**config.mk**
```make
export PLATFORM = sky130hd
export DESIGN_NAME = fwd_scoreboard
export DESIGN_NICKNAME = d
export VERILOG_FILES = /design/src/rtl/fwd_scoreboard_pkg.sv /design/src/rtl/fwd_scoreboard_match.sv /design/src/rtl/fwd_scoreboard.sv
export SDC_FILE = /design/constraint.sdc
export NUM_CORES = 1
export LEC_CHECK = 0
export BUFFER_PORTS_ARGS = -buffer_cell sky130_fd_sc_hd__buf_2
export CORE_MARGIN = 3
export CORE_UTILIZATION = 45
export CTS_BUF_LIST = sky130_fd_sc_hd__clkbuf_16
export DETAILED_ROUTE_END_ITERATION = 10
export GPL_ROUTABILITY_DRIVEN = 0
export PLACE_DENSITY = 0.7
export SETUP_SLACK_MARGIN = 0.1
export SLEW_MARGIN = 20
export SYNTH_ARGS = -nofsm -noshare
export SYNTH_HDL_FRONTEND = slang
export SYNTH_SLANG_ARGS = --single-unit
```
**constraint.sdc**
```tcl
create_clock -name clk -period 6.4 [get_ports clk]
set_clock_uncertainty 0.15 [all_clocks]
set_input_delay 0.64 -clock clk [delete_from_list [all_inputs] [get_ports clk]]
set_output_delay 0.64 -clock clk [all_outputs]
set_load 0.01 [all_outputs]
```
**src/rtl/fwd_scoreboard_pkg.sv**
```systemverilog
// Shared pipeline constants: forward-select encoding, default register width
// and the in-flight slot record used by the scoreboard and the mux decode.
package fwd_scoreboard_pkg;

   localparam int unsigned REG_W_DEF = 6;
   localparam int unsigned FW_RF     = 0;

   typedef struct packed {
      logic                 valid;
      logic [REG_W_DEF-1:0] rd;
      logic                 we;
      logic                 load;
   } slot_t;

endpackage

```
**src/rtl/fwd_scoreboard_match.sv**
```systemverilog
// Youngest-match priority search of one source register against the
// forwardable slots; the lowest slot index that produces the register wins.
module fwd_match
   import fwd_scoreboard_pkg::*;
#(
   parameter int unsigned REG_W = REG_W_DEF,
   parameter int unsigned NSLOT = 2,
   parameter int unsigned IDX_W = 1
) (
   input  logic [REG_W-1:0]       src,
   input  logic [NSLOT-1:0]       slot_prod,
   input  logic [NSLOT*REG_W-1:0] slot_rd,
   input  logic [NSLOT-1:0]       slot_load,
   output logic                   hit,
   output logic [IDX_W-1:0]       idx,
   output logic                   is_load
);

   always_comb begin
      hit     = 1'b0;
      idx     = '0;
      is_load = 1'b0;
      for (int unsigned i = 0; i < NSLOT; i++) begin
         if (!hit && slot_prod[i] && (slot_rd[i*REG_W +: REG_W] == src)) begin
            hit     = 1'b1;
            idx     = IDX_W'(i);
            is_load = slot_load[i];
         end
      end
   end

endmodule

```
**src/rtl/fwd_scoreboard.sv**
```systemverilog
// Forwarding / load-use hazard unit: shadows in-flight destinations from EX
// to WB, computes next-cycle forward selects and a combinational stall.
module fwd_scoreboard
   import fwd_scoreboard_pkg::*;
#(
   parameter int unsigned REG_W      = REG_W_DEF,
   parameter int unsigned NSRC       = 2,
   parameter int unsigned STAGES     = 3,
   parameter int unsigned LOAD_READY = 2,
   parameter int unsigned SEL_W      = $clog2(STAGES),
   parameter int unsigned CNT_W      = 16
) (
   input  logic                  clk,
   input  logic                  rst,
   input  logic                  id_valid,
   input  logic [NSRC*REG_W-1:0] id_src,
   input  logic [REG_W-1:0]      id_rd,
   input  logic                  id_we,
   input  logic                  id_load,
   input  logic                  flush,
   output logic                  stall,
   output logic [NSRC*SEL_W-1:0] fw_sel,
   output logic                  ex_valid,
   output logic [CNT_W-1:0]      stall_cnt
);

   localparam int unsigned NSLOT = STAGES - 1;

   typedef struct packed {
      logic             valid;
      logic [REG_W-1:0] rd;
      logic             we;
      logic             load;
   } slot_rec_t;

   slot_rec_t slot_q [STAGES];
   slot_rec_t slot_d [STAGES];

   logic [NSRC*SEL_W-1:0] fw_sel_q, fw_sel_d, sel_next;
   logic [CNT_W-1:0]      stall_cnt_q, stall_cnt_d;

   logic [NSLOT-1:0]       prod, ld_v;
   logic [NSLOT*REG_W-1:0] rd_v;

   logic [NSRC-1:0] hit, is_ld, src_stall;
   logic [SEL_W-1:0] idx [NSRC];
   logic accept;

   always_comb begin
      prod = '0;
      ld_v = '0;
      rd_v = '0;
      for (int unsigned i = 0; i < NSLOT; i++) begin
         prod[i]                = slot_q[i].valid && slot_q[i].we && (slot_q[i].rd != '0);
         ld_v[i]                = slot_q[i].load;
         rd_v[i*REG_W +: REG_W] = slot_q[i].rd;
      end
   end

   for (genvar s = 0; s < NSRC; s++) begin : g_src
      fwd_match #(
         .REG_W (REG_W),
         .NSLOT (NSLOT),
         .IDX_W (SEL_W)
      ) u_match (
         .src       (id_src[s*REG_W +: REG_W]),
         .slot_prod (prod),
         .slot_rd   (rd_v),
         .slot_load (ld_v),
         .hit       (hit[s]),
         .idx       (idx[s]),
         .is_load   (is_ld[s])
      );
   end

   // Slot j now sits at j+1 once the consumer reaches EX; a load there is
   // only usable if j+1 has reached LOAD_READY.
   always_comb begin
      src_stall = '0;
      sel_next  = '0;
      for (int unsigned s = 0; s < NSRC; s++) begin
         sel_next[s*SEL_W +: SEL_W] = SEL_W'(FW_RF);
         if (hit[s]) begin
            sel_next[s*SEL_W +: SEL_W] = idx[s] + SEL_W'(1);
            if (is_ld[s] && ((32'(idx[s]) + 32'd1) < LOAD_READY)) begin
               src_stall[s] = 1'b1;
            end
         end
      end
   end

   assign stall  = id_valid && !flush && (|src_stall);
   assign accept = id_valid && !flush && !stall;

   always_comb begin
      slot_d[0] = '0;
      if (accept) begin
         slot_d[0].valid = 1'b1;
         slot_d[0].rd    = id_rd;
         slot_d[0].we    = id_we;
         slot_d[0].load  = id_load;
      end
      for (int unsigned k = 1; k < STAGES; k++) begin
         slot_d[k] = slot_q[k-1];
      end
      fw_sel_d    = accept ? sel_next : '0;
      stall_cnt_d = stall_cnt_q;
      if (stall && (stall_cnt_q != '1)) begin
         stall_cnt_d = stall_cnt_q + CNT_W'(1);
      end
   end

   always_ff @(posedge clk) begin
      if (rst) begin
         for (int unsigned k = 0; k < STAGES; k++) begin
            slot_q[k] <= '0;
         end
         fw_sel_q    <= '0;
         stall_cnt_q <= '0;
      end else begin
         for (int unsigned k = 0; k < STAGES; k++) begin
            slot_q[k] <= slot_d[k];
         end
         fw_sel_q    <= fw_sel_d;
         stall_cnt_q <= stall_cnt_d;
      end
   end

   assign fw_sel    = fw_sel_q;
   assign ex_valid  = slot_q[0].valid;
   assign stall_cnt = stall_cnt_q;

endmodule
```
==> results of run 1 <==
-- power breakdown --
part / switching, mW / internal, mW
combinational: 0.0141 / 0.0154
clock: 0.0814 / 0.139
sequential: 0.00306 / 0.233
total: 0.0985 / 0.387
-- cell usage after synthesis (all sizes together) (2+ instances only) --
| cell | instances | area share [%] |
|---|---|---|
| o31ai | 3 | 1.3 |
| and2 | 10 | 3.6 |
| nand4 | 8 | 2.9 |
| nor4 | 4 | 1.4 |
| nor2b | 14 | 5.0 |
| dfxtp | 37 | 43 |
| inv | 2 | 0.43 |
| nor3 | 6 | 1.7 |
| mux2 | 2 | 1.3 |
| or2 | 2 | 0.87 |
| or4 | 7 | 3.2 |
| clkbuf | 5 | 1.1 |
| nand2 | 10 | 2.2 |
| and3 | 3 | 1.1 |
| nor2 | 9 | 1.9 |
| xor2 | 8 | 4.0 |
| a21oi | 5 | 1.4 |
| or3 | 3 | 1.1 |
| xnor2 | 21 | 11 |
| o21ai | 3 | 0.86 |
| nand3 | 8 | 2.3 |
-- through the flow --
step | area (sq um) | power [mW] | worst slack [ps]
2_1_floorplan | 1740 | 0.258 | 3930
3_3_place_gp | 1990 | 0.270 | 3670
3_5_place_dp | 1990 | 0.271 | 3630
4_1_cts | 2120 | 0.493 | 3420
5_1_grt | 2120 | 0.505 | 3350
6_report | 2120 | 0.486 | 3440
-- worst max-delay path, stage by stage, from the launching register on --
cell	delay (ps)
dfxtp_1	340
or4_4	560
o311ai_4	290
nor3_1	140
or2_4	300
nor2b_1	140
buf_2	130
-- kinds of logic (layout without fill, tap and decap cells) --
family	after synthesis	count (layout)	synth area share (%)
buffers and inverters	8	54	2.16
and+or+nand+nor	87	87	28.7
DFF	37	37	42.7
adders and majority gates	1	1	0.721
xor gates and xnor gates	29	29	14.6
AOI/OAI and AO/OA	18	18	9.23
muxes	3	3	1.87
-- layer usage --
layer  vias to the layer above  part of all wire (%)  global-route usage (%)
li1                        733                     -                       -
met2                        25                    46                    26.8
met3                         5                   4.4                    5.09
met1                       652                    48                    24.5
met5                         -                     0                       0
met4                         0                   1.4                    8.68
-- worst max path at each step --
| stage | from | endpoint | slack [ps] | cells past startpoint |
|---|---|---|---|---|
| after floorplan | slot_q[0][2] | stall | 3930 | 5 |
| after global placement | slot_q[0][2] | fw_sel[3] | 3670 | 6 |
| after detailed placement | slot_q[0][2] | fw_sel[3] | 3630 | 6 |
| after CTS | slot_q[0][2] | stall | 3420 | 6 |
| after global routing | slot_q[0][2] | stall | 3350 | 6 |
| final | slot_q[0][2] | stall | 3440 | 6 |
-- area by class of cell --
| class | instances | area share [%] |
|---|---|---|
| clock inverters | 2 | 0.354 |
| clock buffers | 5 | 5.90 |
| flip-flops and latches | 37 | 34.9 |
| repair buffers | 45 | 10.6 |
| well taps | 46 | 2.71 |
| multi-input cells | 138 | 45.1 |
| inverters | 2 | 0.354 |
-- flip-flops by register name, indices dropped and copies added, names as in the netlist --
register,cells
fw_sel,4
slot_q,17
stall_cnt,16
==> flow_summary.json, run 1 <==
{
  "antenna_found_initial": 0,
  "ys_types": 36,
  "synth_ff_type": "dfxtp_1",
  "startpoint_type": "register",
  "rows": 21,
  "synth_seq_area_share_pct": 42.7,
  "drt-pass1-iter-count": 4,
  "fin_crit_ps": 2960,
  "ctsResizeCount": 0,
  "drc_errors": 0,
  "irDropWorstVdd_v": 0.000155,
  "register_area_sq_um": 741,
  "area.growth.synth_to_final_pct": 22.2,
  "tightest_slew_ps": 629,
  "r2r_slack_ps": 3650,
  "drt_iter0_drc": 118,
  "rsz0062_at_grt": "false",
  "ys_ff_latch": 37,
  "p_leak_nw": 0.866,
  "tns_ps": 0,
  "hold_ws_ps": 347,
  "drt_wl_total_microns": 3710,
  "outcome": "finished clean",
  "root_buffer": "clkbuf_16",
  "core_sq_um": 3520,
  "final_core_util_pct": 60.2,
  "drive_above_1_share_pct": 25.8,
  "port_buffers": 45,
  "layout.cells.most_common": "buf_2",
  "end_kind": "output pin",
  "timing.rr.end": "fw_sel[3]",
  "synth-async-reset-ratio_pct": 0,
  "finalCritPeriodShare_pct": 46.3,
  "layout_common_cells": "buf_2 (45), dfxtp_1 (37), xnor2_1 (21), nor2b_1 (14)",
  "avgSynthCellArea_sq_um": 9.48,
  "cts_buffer_depth": 2,
  "r2r_cells": 6,
  "power_density_nw_per_um2": 229,
  "drv_cap": 0,
  "die_y_microns": 68.1,
  "multi_input_area_sq_um": 957,
  "setup_viol": 0,
  "worstPathRequired_ps": 5610,
  "nNetsFinal": 254,
  "cts_tree": "done",
  "synth_area_sq_um": 1740,
  "cts-htree-levels": 2,
  "ant_nets": 0,
  "start_util_pct": 49.3,
  "grt_usage_pct": 18.3,
  "grt_max_degree": 31,
  "arrival_ps": 2170,
  "hold_end": "stall_cnt[6]",
  "synth_nets": 208,
  "crit_type": "reg -> out",
  "finalHoldViolations": 0,
  "maxSlewViolCount": 0,
  "worst_slew_margin_rel_pct": 58.1,
  "placedCellCount": 268,
  "cts_setup_buffers": 0,
  "dieArea_sq_um": 4640,
  "crit_fanout": 4,
  "antennaDiodeCount": 0,
  "io_pins": 46,
  "synth_edf_count": 0,
  "grt_pass1_vias": 1319,
  "clk_pin_slew_ps": 50,
  "grt-ovfl-total": 0,
  "min_path_cells": 2,
  "ys_warn_count": 0,
  "n_fill_cell": 340,
  "fmax_mhz": 338,
  "hold_path.class": "reg -> reg",
  "clock_sinks": 37,
  "die_w_microns": 68.1,
  "syn_inst": 183,
  "grt_pass1_wl_microns": 6200,
  "cts_hold_buf": 0,
  "dpl.hpwl_microns": 2820,
  "vias": 1415,
  "via_per_inst": 5.15,
  "avgRoutedWirePerCell_microns": 13.5,
  "cts_made_buffers": 5,
  "clock_latency_ps": 280,
  "min_from": "stall_cnt[6]",
  "instances_no_fill": 275,
  "r2r-start": "slot_q[0][2]"
}
(Power assumes the default switching activity.)
==> run 2: changes to the inputs <==
==> constraint.sdc (replaced) <==
create_clock -name clk -period 2.77 [get_ports clk]
set_clock_uncertainty 0.15 [all_clocks]
set_input_delay 0.277 -clock clk [delete_from_list [all_inputs] [get_ports clk]]
set_output_delay 0.277 -clock clk [all_outputs]
set_load 0.01 [all_outputs]
==> flow_summary.json, run 2 (synthesis gave the netlist of run 1 again) <==
{
  "outcome": "finished clean",
  "power.total_mw": 1.34,
  "end_kind": "output pin",
  "tns_ps": 0,
  "grt-ovfl-total": 0,
  "io_pins": 46,
  "startpoint_type": "register",
  "irDropWorstVdd_v": 0.000410,
  "final_core_util_pct": 62.9,
  "rows": 21,
  "grt_usage_pct": 18.4,
  "antennaDiodeCount": 0,
  "fmax_mhz": 386,
  "crit_chain": "or4_4, o311ai_4, nor3_1, or2_4, nor2b_1, buf_2",
  "r2r_cells": 7,
  "vias": 1467,
  "cts_tree": "done",
  "die_w_microns": 68.1,
  "layout.cells.most_common": "buf_2",
  "crit_type": "reg -> out",
  "worst_slew_margin_rel_pct": 62.0,
  "crit_path_max_incr_delay_ps": 560,
  "via_per_inst": 5.22,
  "regMostFlops": "slot_q",
  "grt_pass1_wl_microns": 6290,
  "cts_setup_buffers": 0,
  "cts_made_buffers": 5,
  "setup_viol": 0,
  "crit_fanout": 4,
  "ant_nets": 0,
  "cts_buffer_depth": 2,
  "cts_hold_buf": 0,
  "area.growth.synth_to_final_pct": 27.7,
  "fin_crit_ps": 2590,
  "clock_sinks": 37,
  "finalCritPeriodShare_pct": 93.5,
  "avgRoutedWirePerCell_microns": 13.8,
  "arrival_ps": 2160,
  "drv_cap": 0,
  "min_path_cells": 2,
  "dpl.hpwl_microns": 2900,
  "antenna_found_initial": 0,
  "p_leak_nw": 0.918,
  "port_buffers": 45,
  "die_y_microns": 68.1,
  "layout_common_cells": "buf_2 (45), dfxtp_1 (37), xnor2_1 (21), nor2b_1 (14)",
  "hold_path.class": "in -> reg",
  "root_buffer": "clkbuf_16",
  "pre_cts_slack_ps": 199,
  "maxSlewViolCount": 0,
  "cts-htree-levels": 2,
  "hold_ws_ps": 46.0,
  "rsz0062_at_grt": "false",
  "drt-pass1-iter-count": 4,
  "start_util_pct": 49.3,
  "ctsResizeCount": 0,
  "drc_errors": 0,
  "worstPathRequired_ps": 2340,
  "tightest_slew_ps": 570,
  "clk_pin_slew_ps": 60,
  "drt_iter0_drc": 71,
  "largest_register_ffs": 17,
  "finalHoldViolations": 0,
  "dieArea_sq_um": 4640,
  "cp_slowest_cell": "or4_4",
  "power_density_nw_per_um2": 603,
  "drt_wl_total_microns": 3880,
  "clock_latency_ps": 280,
  "nNetsFinal": 259,
  "core_sq_um": 3520,
  "grt_max_degree": 31,
  "drive_above_1_share_pct": 28.5,
  "fin_ws_ps": 181,
  "grt_pass1_vias": 1337
}
## run 2: final cells by class
cell class	count	area (sq um)
Clock buffer	5	125
Clock inverter	3	65.1
Fill cell	315	1310
Inverter	2	7.51
Multi-Input combinational cell	138	957
Sequential cell	37	741
Tap cell	46	57.6
Timing Repair Buffer	50	263
## run 2: worst max-delay path, delay by kind of cell, from the launching register on
family,cells,cell delay (ps)
simple gates,4,1110
flops,1,350
compound gates,1,280
buf+inv,1,130
## run 2: stage by stage
stage / cells / area, sq um
floorplan: 183 / 1740
global placement: 272 / 2020
detailed placement: 272 / 2020
CTS: 280 / 2210
global route: 281 / 2220
finish: 281 / 2220
## run 2: where the power goes
group / switching (mW) / internal [mW] / leakage, nW / total (mW)
logic: 0.0352 / 0.0368 / 0.525 / 0.0720
clock network: 0.205 / 0.513 / 0.0938 / 0.719
registers: 0.00731 / 0.538 / 0.299 / 0.546
total: 0.248 / 1.09 / 0.918 / 1.34
## run 2: final timing paths
| check | from | end | slack (ps) |
|---|---|---|---|
| hold reg to reg | stall_cnt[6] | stall_cnt[6] | 350 |
| hold / removal | id_rd[3] | slot_q[0][5] | 50 |
| setup / recovery | slot_q[0][2] | stall | 180 |
| setup reg to reg | slot_q[0][2] | slot_q[0][2] | 300 |
## run 2: layer usage
layer	wire length [microns]	global-route usage, %	vias to the layer above
li1	-	-	744
met5	0	0	-
met3	247	5.58	5
met4	49	7.20	0
met2	1770	28.4	39
met1	1810	23.9	679
